**config.mk**
```make
export PLATFORM = sky130hd
export DESIGN_NAME = hnoc_leaf_switch
export DESIGN_NICKNAME = d
export VERILOG_FILES = /design/src/rtl/hnoc_leaf_switch.sv
export SDC_FILE = /design/constraint.sdc
export NUM_CORES = 1
export LEC_CHECK = 0
export CAP_MARGIN = 0
export CORE_MARGIN = 3
export CORE_UTILIZATION = 30
export DETAILED_ROUTE_END_ITERATION = 6
export DONT_BUFFER_PORTS = 1
export PLACE_DENSITY_LB_ADDON = 0.15
export SYNTH_ARGS = -nofsm -noshare
export SYNTH_HDL_FRONTEND = slang
export SYNTH_SLANG_ARGS = --single-unit
```
**constraint.sdc**
```tcl
create_clock -name i_clk -period 4.4 [get_ports i_clk]
set_clock_uncertainty 0.05 [all_clocks]
set_input_delay 0.44 -clock i_clk [delete_from_list [all_inputs] [get_ports i_clk]]
set_output_delay 0.44 -clock i_clk [all_outputs]
set_load 0.01 [all_outputs]
```
**src/rtl/hnoc_leaf_switch.sv**
```systemverilog
// hnoc_leaf_switch: leaf router joining NumLocal PE ports and one uplink through
// per-input FIFOs, per-output round-robin arbiters and registered outputs.
// Define HNOC_STATS_EN to add the o_drop_count misroute counter port.
module hnoc_leaf_switch #(
   parameter int unsigned DataWidth = 32,
   parameter int unsigned AddrWidth = 3,
   parameter int unsigned NumLocal  = 4,
   parameter int unsigned LeafBase  = 0,
   parameter int unsigned FifoDepth = 4
) (
   input  logic                                      i_clk,
   input  logic                                      i_reset,
   input  logic [NumLocal*(DataWidth+AddrWidth)-1:0] i_pe_data,
   input  logic [NumLocal-1:0]                       i_pe_data_valid,
   output logic [NumLocal-1:0]                       o_pe_data_ready,
   output logic [NumLocal*(DataWidth+AddrWidth)-1:0] o_pe_data,
   output logic [NumLocal-1:0]                       o_pe_data_valid,
   input  logic [NumLocal-1:0]                       i_pe_data_ready,
   input  logic [DataWidth+AddrWidth-1:0]            i_centre_data,
   input  logic                                      i_centre_data_valid,
   output logic                                      o_centre_data_ready,
   output logic [DataWidth+AddrWidth-1:0]            o_centre_data,
   output logic                                      o_centre_data_valid,
   input  logic                                      i_centre_data_ready
`ifdef HNOC_STATS_EN
   ,
   output logic [15:0]                               o_drop_count
`endif
);

   localparam int unsigned FW = DataWidth + AddrWidth;
   localparam int unsigned NP = NumLocal + 1;
   localparam int unsigned AW = $clog2(FifoDepth);
   localparam int unsigned PW = AW + 1;
   localparam int unsigned LW = $clog2(NumLocal);
   localparam int unsigned RW = $clog2(NP);

   localparam logic [AddrWidth-1:0] BaseAddr  = AddrWidth'(LeafBase);
   localparam logic [AddrWidth:0]   NumLocalW = (AddrWidth+1)'(NumLocal);
   localparam logic [RW-1:0]        UpIdx     = RW'(NumLocal);

   logic [FW-1:0]        in_data [NP];
   logic [NP-1:0]        in_valid;
   logic [NP-1:0]        out_ready;

   logic [FW-1:0]        fifo_mem_q [NP][FifoDepth];
   logic [FW-1:0]        fifo_mem_d [NP][FifoDepth];
   logic [PW-1:0]        wr_ptr_q [NP];
   logic [PW-1:0]        wr_ptr_d [NP];
   logic [PW-1:0]        rd_ptr_q [NP];
   logic [PW-1:0]        rd_ptr_d [NP];
   logic [NP-1:0]        fifo_full;
   logic [NP-1:0]        fifo_empty;
   logic [NP-1:0]        push;
   logic [NP-1:0]        pop;
   logic [NP-1:0]        drop;

   logic [FW-1:0]        head [NP];
   logic [AddrWidth-1:0] addr_off [NP];
   logic [NP-1:0]        local_hit;
   logic [RW-1:0]        dest [NP];
   logic [NP-1:0]        req [NP];

   logic [NP-1:0]        gnt_valid;
   logic [RW-1:0]        gnt_idx [NP];
   logic [RW-1:0]        rr_ptr_q [NP];
   logic [RW-1:0]        rr_ptr_d [NP];

   logic [FW-1:0]        out_data_q [NP];
   logic [FW-1:0]        out_data_d [NP];
   logic [NP-1:0]        out_valid_q;
   logic [NP-1:0]        out_valid_d;

   // Index NumLocal is the uplink on both the input and output side.
   always_comb begin
      for (int unsigned k = 0; k < NumLocal; k++) begin
         in_data[k] = i_pe_data[k*FW +: FW];
      end
      in_data[NumLocal] = i_centre_data;
      in_valid          = {i_centre_data_valid, i_pe_data_valid};
      out_ready         = {i_centre_data_ready, i_pe_data_ready};
   end

   // FIFO status and head routing. The offset compare relies on LeafBase
   // being NumLocal-aligned so the wrapped difference is a clean range test.
   always_comb begin
      for (int unsigned i = 0; i < NP; i++) begin
         fifo_empty[i] = (wr_ptr_q[i] == rd_ptr_q[i]);
         fifo_full[i]  = (wr_ptr_q[i][AW] != rd_ptr_q[i][AW]) &&
                         (wr_ptr_q[i][AW-1:0] == rd_ptr_q[i][AW-1:0]);
         push[i]       = in_valid[i] && !fifo_full[i];
         head[i]       = fifo_mem_q[i][rd_ptr_q[i][AW-1:0]];
         addr_off[i]   = head[i][FW-1:DataWidth] - BaseAddr;
         local_hit[i]  = ({1'b0, addr_off[i]} < NumLocalW);
         dest[i]       = local_hit[i] ? RW'(addr_off[i][LW-1:0]) : UpIdx;
         drop[i]       = (i == NumLocal) && !fifo_empty[i] && !local_hit[i];
      end
   end

   always_comb begin
      for (int unsigned o = 0; o < NP; o++) begin
         for (int unsigned i = 0; i < NP; i++) begin
            req[o][i] = !fifo_empty[i] && !drop[i] && (dest[i] == RW'(o));
         end
      end
   end

   // Round-robin as two ordered passes: requesters at or above the pointer
   // first, then the lowest requester below it.
   always_comb begin
      for (int unsigned o = 0; o < NP; o++) begin
         gnt_valid[o] = 1'b0;
         gnt_idx[o]   = '0;
         rr_ptr_d[o]  = rr_ptr_q[o];
         if (!out_valid_q[o] || out_ready[o]) begin
            for (int unsigned i = 0; i < NP; i++) begin
               if (!gnt_valid[o] && req[o][i] && (RW'(i) >= rr_ptr_q[o])) begin
                  gnt_valid[o] = 1'b1;
                  gnt_idx[o]   = RW'(i);
               end
            end
            for (int unsigned i = 0; i < NP; i++) begin
               if (!gnt_valid[o] && req[o][i]) begin
                  gnt_valid[o] = 1'b1;
                  gnt_idx[o]   = RW'(i);
               end
            end
            if (gnt_valid[o]) begin
               rr_ptr_d[o] = (gnt_idx[o] == UpIdx) ? '0 : gnt_idx[o] + 1'b1;
            end
         end
      end
   end

   always_comb begin
      pop = drop;
      for (int unsigned o = 0; o < NP; o++) begin
         for (int unsigned i = 0; i < NP; i++) begin
            if (gnt_valid[o] && (gnt_idx[o] == RW'(i))) begin
               pop[i] = 1'b1;
            end
         end
      end
   end

   always_comb begin
      fifo_mem_d = fifo_mem_q;
      for (int unsigned i = 0; i < NP; i++) begin
         wr_ptr_d[i] = wr_ptr_q[i] + PW'(push[i]);
         rd_ptr_d[i] = rd_ptr_q[i] + PW'(pop[i]);
         if (push[i]) begin
            fifo_mem_d[i][wr_ptr_q[i][AW-1:0]] = in_data[i];
         end
      end
   end

   always_comb begin
      for (int unsigned o = 0; o < NP; o++) begin
         out_data_d[o]  = out_data_q[o];
         out_valid_d[o] = out_valid_q[o] && !out_ready[o];
         if (gnt_valid[o]) begin
            out_data_d[o]  = head[gnt_idx[o]];
            out_valid_d[o] = 1'b1;
         end
      end
   end

   always_ff @(posedge i_clk) begin
      if (i_reset) begin
         for (int unsigned i = 0; i < NP; i++) begin
            wr_ptr_q[i] <= '0;
            rd_ptr_q[i] <= '0;
            rr_ptr_q[i] <= '0;
         end
         out_valid_q <= '0;
      end else begin
         for (int unsigned i = 0; i < NP; i++) begin
            wr_ptr_q[i] <= wr_ptr_d[i];
            rd_ptr_q[i] <= rd_ptr_d[i];
            rr_ptr_q[i] <= rr_ptr_d[i];
         end
         out_valid_q <= out_valid_d;
      end
   end

   // Storage needs no reset: pointers and valids alone define occupancy.
   always_ff @(posedge i_clk) begin
      fifo_mem_q <= fifo_mem_d;
      out_data_q <= out_data_d;
   end

`ifdef HNOC_STATS_EN
   logic [15:0] drop_count_q;
   logic [15:0] drop_count_d;

   always_comb begin
      drop_count_d = drop_count_q;
      if (drop[NumLocal] && (drop_count_q != '1)) begin
         drop_count_d = drop_count_q + 16'd1;
      end
   end

   always_ff @(posedge i_clk) begin
      if (i_reset) begin
         drop_count_q <= '0;
      end else begin
         drop_count_q <= drop_count_d;
      end
   end

   assign o_drop_count = drop_count_q;
`endif

   always_comb begin
      for (int unsigned k = 0; k < NumLocal; k++) begin
         o_pe_data[k*FW +: FW] = out_data_q[k];
      end
      o_pe_data_valid     = out_valid_q[NumLocal-1:0];
      o_pe_data_ready     = ~fifo_full[NumLocal-1:0];
      o_centre_data       = out_data_q[NumLocal];
      o_centre_data_valid = out_valid_q[NumLocal];
      o_centre_data_ready = ~fifo_full[NumLocal];
   end

endmodule

```
* Word level (Yosys, flattened, before mapping)
Memories as Yosys holds them, arrays and structs flattened. Index checks and enable logic that the tools add are counted. W data, S select, Z words.
Operators by class: add/sub/neg operators 15, magnitude comparators 50, eq/ne operators 60, mux-type cells 273, bitwise logic cells 32, reductions and logical operators 224
Operator list (number):
- $mux W35 | 25
- $bwmux W140 | 5
- $bmux W35 S3 | 5
- $bmux W35 S2 | 5
- $demux W35 S2 | 5
- $mux W3 | 85
- $mux W1 | 143
- $logic_and A1 B1 Y1 | 142
- $logic_not A1 Y1 | 67
- $eq A3 B2 Y1 const B | 20
- $eq A3 B3 Y1 const B | 15
- $add A3 B1 Y3 | 10
- $eq A3 B1 Y1 const B | 10
- $ge A1 B3 Y1 const A | 10
- $ge A2 B3 Y1 const A | 10
- $ge A3 B3 Y1 const B | 10
- $logic_not A3 Y1 | 10
- $not A2 Y3 | 10
- $ge A4 B4 Y1 const B | 5
- $not A3 Y4 | 5
- $add A3 B1 Y3 const B | 5
- $eq A3 B3 Y1 | 5
- $ge A3 B3 Y1 const A | 5
- $lt A3 B1 Y1 const B | 5
- 7 further kinds | 37
Word-level totals: flip-flop bits (word level) 880, memory bits (writable) 45, bits of input ports 187, output and inout bits 185, logic and storage cells 683, memories kept 3
Memories:
- rd_ptr_q | depth 5, width 3, read ports 5, clocked after Yosys merged registers in 0, wr ports 5, line 50 | logic [PW-1:0] rd_ptr_q [NP];
- rr_ptr_q | depth 5, width 3, read ports 5, clocked after Yosys merged registers in 0, wr ports 5, line 66 | logic [RW-1:0] rr_ptr_q [NP];
- wr_ptr_q | depth 5, width 3, read ports 5, clocked after Yosys merged registers in 0, wr ports 5, line 48 | logic [PW-1:0] wr_ptr_q [NP];

* Logic depth before layout (Yosys ltp)
Gate-level depths: netlist of the first run. An unclocked memory read counts as a cell.
word-level depth 62, mapped depth 16, depth with buffers taken out 13

* Worst setup path before layout of the first run
Ideal clock, no wire load.
kind register to register, start point memory rd_ptr_q[0][0] (netlist name), end point memory rd_ptr_q[0][1] (netlist name), library setup time 0.128 ns, data arrival time 4.673 ns, required time 4.222 ns, setup slack -0.451 ns, stages on the path, launching flop included 13, path buffers 2, clock period less this slack 4.851 ns, cells stage by stage dfxtp_1 > buf_4 > mux4_2 > a31o_1 > or2_1 > and4_1 > clkbuf_1 > a21oi_1 > nand3_1 > nand3_1 > ha_1 > ha_1 > nor2b_1
RTL lines (line):
- start: declaration | 50

==> impl_metrics.csv, run 1 <==
group,metric,value,unit
clock_tree,ctsRootBufferMaster,"sky130_fd_sc_hd__clkbuf_16",
critical_path,critPathLaunchType,"register",
floorplan,design.portCount,372,
route,initialDrtViolationCount,2417,
global_routing,grt_pass1_vias,25390,
global_routing,met2_usage,0.3374,
sta,fin_hold_ws,73.25,ps
yosys,netlist_instances,2524,
yosys,synth_seq_area_share,0.6697,
run_status,outcome,"completed",
route,postRouteWirelength,149600,um
clock_tree,clk_pin_slew_worst_paths,70,ps
floorplan,coreArea,134100,sq um
worst_hold_path,min-delay-path-class,"primary input to register",
yosys,synth-edff-count,875,
sta,final-hold-violation-count,0,
layout,num-nets-final,2975,
power,power_frac_clock,0.215,
floorplan,die_h,374.5,um
global_routing,grt_pass1_wl,206900,um
global_routing,grt_max_degree,51,
critical_path,crit_type,"register to register",
yosys,yosysTopAreaCellShare,0.6451,
floorplan,std_cell_rows,134,
yosys,post_synth_most_frequent_cells,"sky130_fd_sc_hd__edfxtp_1, sky130_fd_sc_hd__mux4_2, sky130_fd_sc_hd__nand2_1",
critical_path,regToRegEndpoint,"rr_ptr_q[0][5]$_SDFFE_PP0P_",
layout,finish.instance_area,48740,sq um
yosys,synth.largest_area_cell,"sky130_fd_sc_hd__edfxtp_1",
yosys,biggest_area_contributors_in_the_synthesized_netlist,"sky130_fd_sc_hd__edfxtp_1, sky130_fd_sc_hd__mux4_2, sky130_fd_sc_hd__mux2i_1",
global_routing,grt.total_usage,0.2099,
route,route.detailed.drc,0,
clock_tree,cts-root-to-sink-buffers,3,
route,via_count,25110,
clock_tree,cts_sinks,925,
sta,period_needed,4149,ps
placed_design,hpwl,106700,um
sta,worst-slew-pin-transition,1129,ps
power,combPwrFrac,0.436,
critical_path,crit_path_largest_cell_delay,590,ps
sta,maxClockFrequency,241.0,MHz
critical_path,end_kind,"register",
sta,timing.max_slew.rel_slack,0.2475,
critical_path,crit-reg2reg-launch,"rd_ptr_q[0][4]$_SDFF_PP0_",
floorplan,initial_utilization,0.3036,
critical_path,r2r_setup_slack,250,ps
route,drt_pass1_iterations,6,
power,netSwitchingPower,17050,uW
critical_path,highest_fanout_seen_on_the_critical_path,33,
power,power.leakage,0.01572,uW
sta,timing.final.setup_violations,0,
sta,maxSlewViolCount,0,
layout,syn2layout_area_growth,19.67,%
sta,finalCritPeriodShare,0.9431,
power,maximum_vdd_ir_drop,0.0006690,V
power,p_int,23510,uW
placed_design,gp_routability_congestion,0.9104,
clock_tree,cts-htree-levels,3,
floorplan,dieArea,140200,sq um
yosys,synth.ff_latch_count,925,
clock_tree,numCtsBuffers,104,
power,power.density,832.1,nW/um^2
power,switching_fraction_of_total_power,0.4204,
power,fin_total_pwr,40550,uW
placed_design,place_worst_setup_slack,161.7,ps
global_routing,globalRouteMet3Util,0.06671,
yosys,ys_dominant_reg_cell,"sky130_fd_sc_hd__edfxtp_1",
yosys,yosys_warnings,0,
yosys,postSynthAreaPerCell,16.14,sq um
yosys,syn-num-nets,2740,
yosys,share_of_async_settable_or_async_resettable_flops_after_synthesis,0,
clock_tree,clock_tree_from_tritoncts,"done",
layout,seqCellArea,27300,sq um
clock_tree,cts_setup_buffers,0,
critical_path,worst_setup_path_endpoint,"rr_ptr_q[0][5]$_SDFFE_PP0P_",
sta,fin_ws,250.6,ps
global_routing,grt_antenna_before_repair,15,
critical_path,worst_setup_path_startpoint,"rd_ptr_q[0][4]$_SDFF_PP0_",
placed_design,io_buffers,0,
layout,multi_input_area,12790,sq um
yosys,synth.cell_area,40730,sq um
yosys,synth_cell_types,85,
sta,rsz0062_at_grt,"no",
job,max_cap_viol_count,0,
clock_tree,clock_insertion_delay_at_the_later_pin_of_the_skew_report,740,ps
critical_path,path_cells,"buf_4 > mux4_2 > inv_1 > and3_1 > o311ai_0 > a22oi_1 > nand3_2 > buf_12 > ha_1 > nor3_1 > a21oi_1 > a211oi_1 > dlygate4sd3_1",
layout,fillCellCount,12640,
critical_path,critical_path.slowest_cell,"sky130_fd_sc_hd__dlygate4sd3_1",
global_routing,use_met1,0.2640,
route,antenna_violating_nets_left,0,
global_routing,gr-total-overflow,0,
layout,drive_gt1_frac,0.1945,
route,routed_len_inst,32.42,um
floorplan,floorplan.die.width,374.5,um
global_routing,global_route.peak_usage_layer,"met2",
yosys,post-synth-top-count-cell,"sky130_fd_sc_hd__edfxtp_1",
critical_path,worstPathRequired,5020,ps
sta,totalNegativeSetupSlack,0,ps
route,post_drt_via_cell_ratio,5.439,
critical_path,cp_data_arrival_time,4770,ps
placed_design,postPlaceCellArea,43470,sq um
power,sequentialPowerShare,0.349,
critical_path,ff2ff_path_depth,13,
-- area by class of cell --
class	count	area share
diodes	5	0.0002567
clock buffers	129	0.05658
clock inverters	61	0.01363
inverters	53	0.004082
multi-input cells	1380	0.2624
flip-flops and latches	925	0.5601
well taps	1768	0.04539
repair buffers	295	0.05756
-- worst max-delay path, delay by kind of cell (launching register included) --
family                     cells  cell delay, ps
buffers and inverters          4            1330
AOI/OAI and AO/OA              4             840
and+or+nand+nor                3             770
muxes                          1             440
DFF                            1             410
adders and majority gates      1             230
-- power groups by stage --
stage / clock network (uW) / logic (uW) / registers [uW]
floorplan: 0 / 10300 / 13300
global placement: 0 / 17300 / 14400
detailed placement: 0 / 17300 / 14300
CTS: 8950 / 17600 / 14200
finish: 8720 / 17700 / 14200
global route: 9290 / 18700 / 14300
-- layout by cell type (no fill, tap or decap), types with 12 or more instances in the layout --
cell type | synthesis | routed
sky130_fd_sc_hd__a211oi_1 | 39 | 39
sky130_fd_sc_hd__a21oi_1 | 79 | 77
sky130_fd_sc_hd__a221o_1 | 34 | 34
sky130_fd_sc_hd__a221oi_1 | 33 | 33
sky130_fd_sc_hd__a22oi_1 | 36 | 36
sky130_fd_sc_hd__a2bb2oi_1 | 35 | 35
sky130_fd_sc_hd__a31oi_1 | 69 | 69
sky130_fd_sc_hd__buf_4 | 9 | 106
sky130_fd_sc_hd__clkbuf_1 | 92 | 20
sky130_fd_sc_hd__clkbuf_16 | 0 | 105
sky130_fd_sc_hd__clkinv_1 | 1 | 19
sky130_fd_sc_hd__clkinv_2 | 0 | 15
sky130_fd_sc_hd__dfxtp_1 | 50 | 40
sky130_fd_sc_hd__dlygate4sd3_1 | 0 | 178
sky130_fd_sc_hd__edfxtp_1 | 875 | 875
sky130_fd_sc_hd__ha_1 | 29 | 29
sky130_fd_sc_hd__inv_1 | 49 | 48
sky130_fd_sc_hd__mux2_1 | 42 | 42
sky130_fd_sc_hd__mux2_2 | 24 | 23
sky130_fd_sc_hd__mux2i_1 | 138 | 138
sky130_fd_sc_hd__mux4_2 | 180 | 180
sky130_fd_sc_hd__nand2_1 | 163 | 160
sky130_fd_sc_hd__nand2b_1 | 14 | 12
sky130_fd_sc_hd__nand3_1 | 23 | 21
sky130_fd_sc_hd__nor2_1 | 98 | 90
sky130_fd_sc_hd__nor2b_1 | 39 | 36
sky130_fd_sc_hd__o21ai_0 | 41 | 41
sky130_fd_sc_hd__o21ai_1 | 31 | 30
sky130_fd_sc_hd__o22ai_1 | 34 | 34
sky130_fd_sc_hd__o31ai_1 | 40 | 40
sky130_fd_sc_hd__xnor2_1 | 25 | 25
-- kinds of logic after synthesis --
| kind of cell | synth area share |
|---|---|
| compound gates | 0.09223 |
| xor+xnor | 0.007312 |
| fa+ha+maj | 0.008909 |
| buf+inv | 0.02316 |
| flops | 0.6697 |
| mux | 0.1517 |
| simple gates | 0.04697 |
-- per-layer routing --
metal / wire length (um) / share of wire / up-vias
li1: - / - / 10700
met1: 59750 / 0.40 / 13020
met2: 70450 / 0.47 / 1171
met3: 13230 / 0.088 / 210
met4: 6157 / 0.041 / 6
met5: 45 / 0.00030 / -
-- repair_timing --
| item | CTS | global route |
|---|---|---|
| endpoints found under the hold margin | 750 | 0 |
| endpoints found under the setup margin | 0 | 4 |
| hold buffers | 179 | 0 |
| gates resized for setup | 0 | 8 |
-- state kept, by name, indices dropped and copies added (netlist names) --
signal	count
wr_ptr_q	15
rd_ptr_q	15
rr_ptr_q	15
fifo_mem_q	700
o_pe_data	140
o_centre_data	35
out_valid_q	5
-- how the worst min path moves through the flow --
| stage | from | end | cells past startpoint |
|---|---|---|---|
| 6_report | i_centre_data_ready | out_valid_q[4]$_SDFF_PP0_ | 2 |
| 5_1_grt | i_centre_data_ready | out_valid_q[4]$_SDFF_PP0_ | 2 |
| 4_1_cts | i_centre_data_ready | out_valid_q[4]$_SDFF_PP0_ | 2 |
| 3_5_place_dp | rr_ptr_q[0][1]$_SDFFE_PP0N_ | rr_ptr_q[0][1]$_SDFFE_PP0N_ | 2 |
| 3_3_place_gp | rr_ptr_q[0][1]$_SDFFE_PP0N_ | rr_ptr_q[0][1]$_SDFFE_PP0N_ | 2 |
| 2_1_floorplan | rr_ptr_q[0][1]$_SDFFE_PP0N_ | rr_ptr_q[0][1]$_SDFFE_PP0N_ | 2 |
-- metrics by stage --
stage,std cells,utilization
global route,4616,0.3634
detailed placement,4242,0.3241
floorplan,2524,-
global placement,4242,0.3241
CTS,4611,0.3631
finish,4616,0.3634
No activity file was read; power rests on OpenSTA's default activity.
==> inputs of run 2 (changes only) <==
- CELL_PAD_IN_SITES_DETAIL_PLACEMENT: unset -> 1
- CELL_PAD_IN_SITES_GLOBAL_PLACEMENT: unset -> 2
- HOLD_SLACK_MARGIN: unset -> 0.15
- SKIP_CTS_REPAIR_TIMING: unset -> 1
==> run 2 against run 1 <==
Against the previous run:
- critical path type unchanged
- via count down 2.5%
- highest routed layer is now met4
- final area down 0.43%
- hold slack better by 88 ps
- fmax down 0.19%
- sequential power about the same
- final cell count down 0.32%
==> impl_metrics.csv, run 2 (synthesized netlist as in run 1, its figures left out) <==
group,metric,value,unit
layout,registers.top_by_ff_count,"fifo_mem_q",
sta,final-hold-violation-count,0,
floorplan,floorplan.die.width,374.5,um
power,power.leakage,0.01562,uW
power,switching_fraction_of_total_power,0.4187,
critical_path,cp_data_arrival_time,4720,ps
global_routing,grt_antenna_before_repair,10,
floorplan,dieArea,140200,sq um
sta,timing.max_slew.rel_slack,0.2679,
sta,period_needed,4158,ps
critical_path,highest_fanout_seen_on_the_critical_path,5,
clock_tree,cts-htree-levels,3,
floorplan,coreArea,134100,sq um
clock_tree,clock_tree_from_tritoncts,"done",
power,fin_total_pwr,39980,uW
layout,drive_gt1_frac,0.1851,
critical_path,ff2ff_path_depth,11,
run_status,outcome,"completed",
critical_path,crit_type,"register to register",
route,post_drt_via_cell_ratio,5.321,
power,netSwitchingPower,16740,uW
placed_design,hpwl,109000,um
global_routing,grt_max_degree,67,
worst_hold_path,min-delay-path-class,"primary input to register",
layout,most_frequent_cells_in_the_layout,"sky130_fd_sc_hd__edfxtp_1, sky130_fd_sc_hd__dlygate4sd3_1, sky130_fd_sc_hd__mux4_2",
route,drt_pass1_iterations,5,
layout,num-nets-final,2952,
layout,layoutNonFillerInstCount,4601,
sta,worst-slew-pin-transition,1098,ps
critical_path,end_kind,"register",
route,postRouteWirelength,149000,um
power,sequentialPowerShare,0.353,
floorplan,initial_utilization,0.3036,
placed_design,gp_routability_congestion,0.8944,
clock_tree,ctsRootBufferMaster,"sky130_fd_sc_hd__clkbuf_16",
floorplan,die_h,374.5,um
clock_tree,cts-root-to-sink-buffers,3,
global_routing,grt_pass1_wl,206100,um
critical_path,r2r_setup_slack,240,ps
power,maximum_vdd_ir_drop,0.0004451,V
floorplan,design.portCount,372,
layout,layout.cells.most_common,"sky130_fd_sc_hd__edfxtp_1",
critical_path,worstPathRequired,4960,ps
sta,finalCritPeriodShare,0.9449,
power,power.density,823.8,nW/um^2
global_routing,grt.total_usage,0.2091,
sta,maxSlewViolCount,0,
layout,syn2layout_area_growth,19.15,%
sta,totalNegativeSetupSlack,0,ps
sta,timing.final.setup_violations,0,
clock_tree,clock_insertion_delay_at_the_later_pin_of_the_skew_report,740,ps
power,combPwrFrac,0.426,
clock_tree,numCtsBuffers,107,
power,p_int,23240,uW
critical_path,critPathLaunchType,"register",
placed_design,placed_cells_incl_taps,4213,
global_routing,gr-total-overflow,0,
global_routing,grt_pass1_vias,25540,
route,antenna_violating_nets_left,0,
clock_tree,clk_pin_slew_worst_paths,70,ps
placed_design,postPlaceCellArea,43220,sq um
route,route.detailed.drc,0,
power,power_frac_clock,0.220,
worst_hold_path,hold_depth,4,
job,max_cap_viol_count,0,
layout,finish.instance_area,48530,sq um
floorplan,std_cell_rows,134,
route,via_count,24480,
sta,maxClockFrequency,240.5,MHz
route,initialDrtViolationCount,1775,
clock_tree,cts_sinks,925,
route,routed_len_inst,32.39,um
placed_design,io_buffers,0,
layout,number_of_flip_flops_in_the_largest_register,700,
sta,fin_hold_ws,161.7,ps
sta,rsz0062_at_grt,"no",
## run 2: cell count changes in the layout (fill, tap and decap cells not counted), moves of 6 or more
cell | previous run | this run
sky130_fd_sc_hd__buf_4 | 106 | 78
sky130_fd_sc_hd__clkinv_2 | 15 | 22
sky130_fd_sc_hd__clkbuf_1 | 20 | 14
sky130_fd_sc_hd__clkinv_1 | 19 | 25
## run 2: stage by stage
step	worst slack [ps]	utilization
floorplan	71.84	-
global placement	213.4	0.3222
detailed placement	236.6	0.3222
CTS	210.5	0.3479
global route	7.403	0.3617
finish	242.5	0.3618
## run 2: worst paths after layout
path,endpoint,from
worst min register to register,rr_ptr_q[0][1]$_SDFFE_PP0N_,rr_ptr_q[0][1]$_SDFFE_PP0N_
worst max register to register,rd_ptr_q[0][1]$_SDFF_PP0_,fifo_mem_q[383]$_DFFE_PP_
worst min-delay path,wr_ptr_q[0][3]$_SDFF_PP0_,i_pe_data_valid[1]
worst max-delay path,rd_ptr_q[0][1]$_SDFF_PP0_,fifo_mem_q[383]$_DFFE_PP_
## run 2: critical path, cell delays in order, from the launching register on
cell and delay (ps):
sky130_fd_sc_hd__edfxtp_1 430, sky130_fd_sc_hd__nor2b_1 160, sky130_fd_sc_hd__mux4_2 560, sky130_fd_sc_hd__a32oi_1 450, sky130_fd_sc_hd__o211ai_1 290, sky130_fd_sc_hd__o32ai_4 500
sky130_fd_sc_hd__nor3_1 150, sky130_fd_sc_hd__a221oi_1 630, sky130_fd_sc_hd__nand3_1 190, sky130_fd_sc_hd__ha_1 230, sky130_fd_sc_hd__ha_1 280, sky130_fd_sc_hd__nor2b_1 120
## run 2: final cells by class
| class | instances | area, sq um |
|---|---|---|
| antenna | 8 | 20.02 |
| sequential | 925 | 27290 |
| clock buffer | 123 | 2769 |
| inverter | 53 | 198.9 |
| multi-input combinational | 1380 | 12760 |
| fill | 13550 | 85600 |
| tap | 1768 | 2212 |
| timing repair buffer | 269 | 2605 |
| clock inverter | 75 | 678.2 |
## run 2: layer usage
metal  share of wire  up-vias  GRT usage
li1                -    10680          -
met1            0.39    12980     0.2391
met2            0.52      634     0.3772
met3           0.059      186    0.05784
met4           0.027        0    0.06563
met5               0        -          0
## run 2: power by group through the flow
stage	clock, uW	combinational [uW]	sequential (uW)
4_1_cts	9100	16900	14200
6_report	8810	17000	14100
3_3_place_gp	0	16700	14300
5_1_grt	9420	18200	14300
2_1_floorplan	0	10300	13300
3_5_place_dp	0	16800	14300
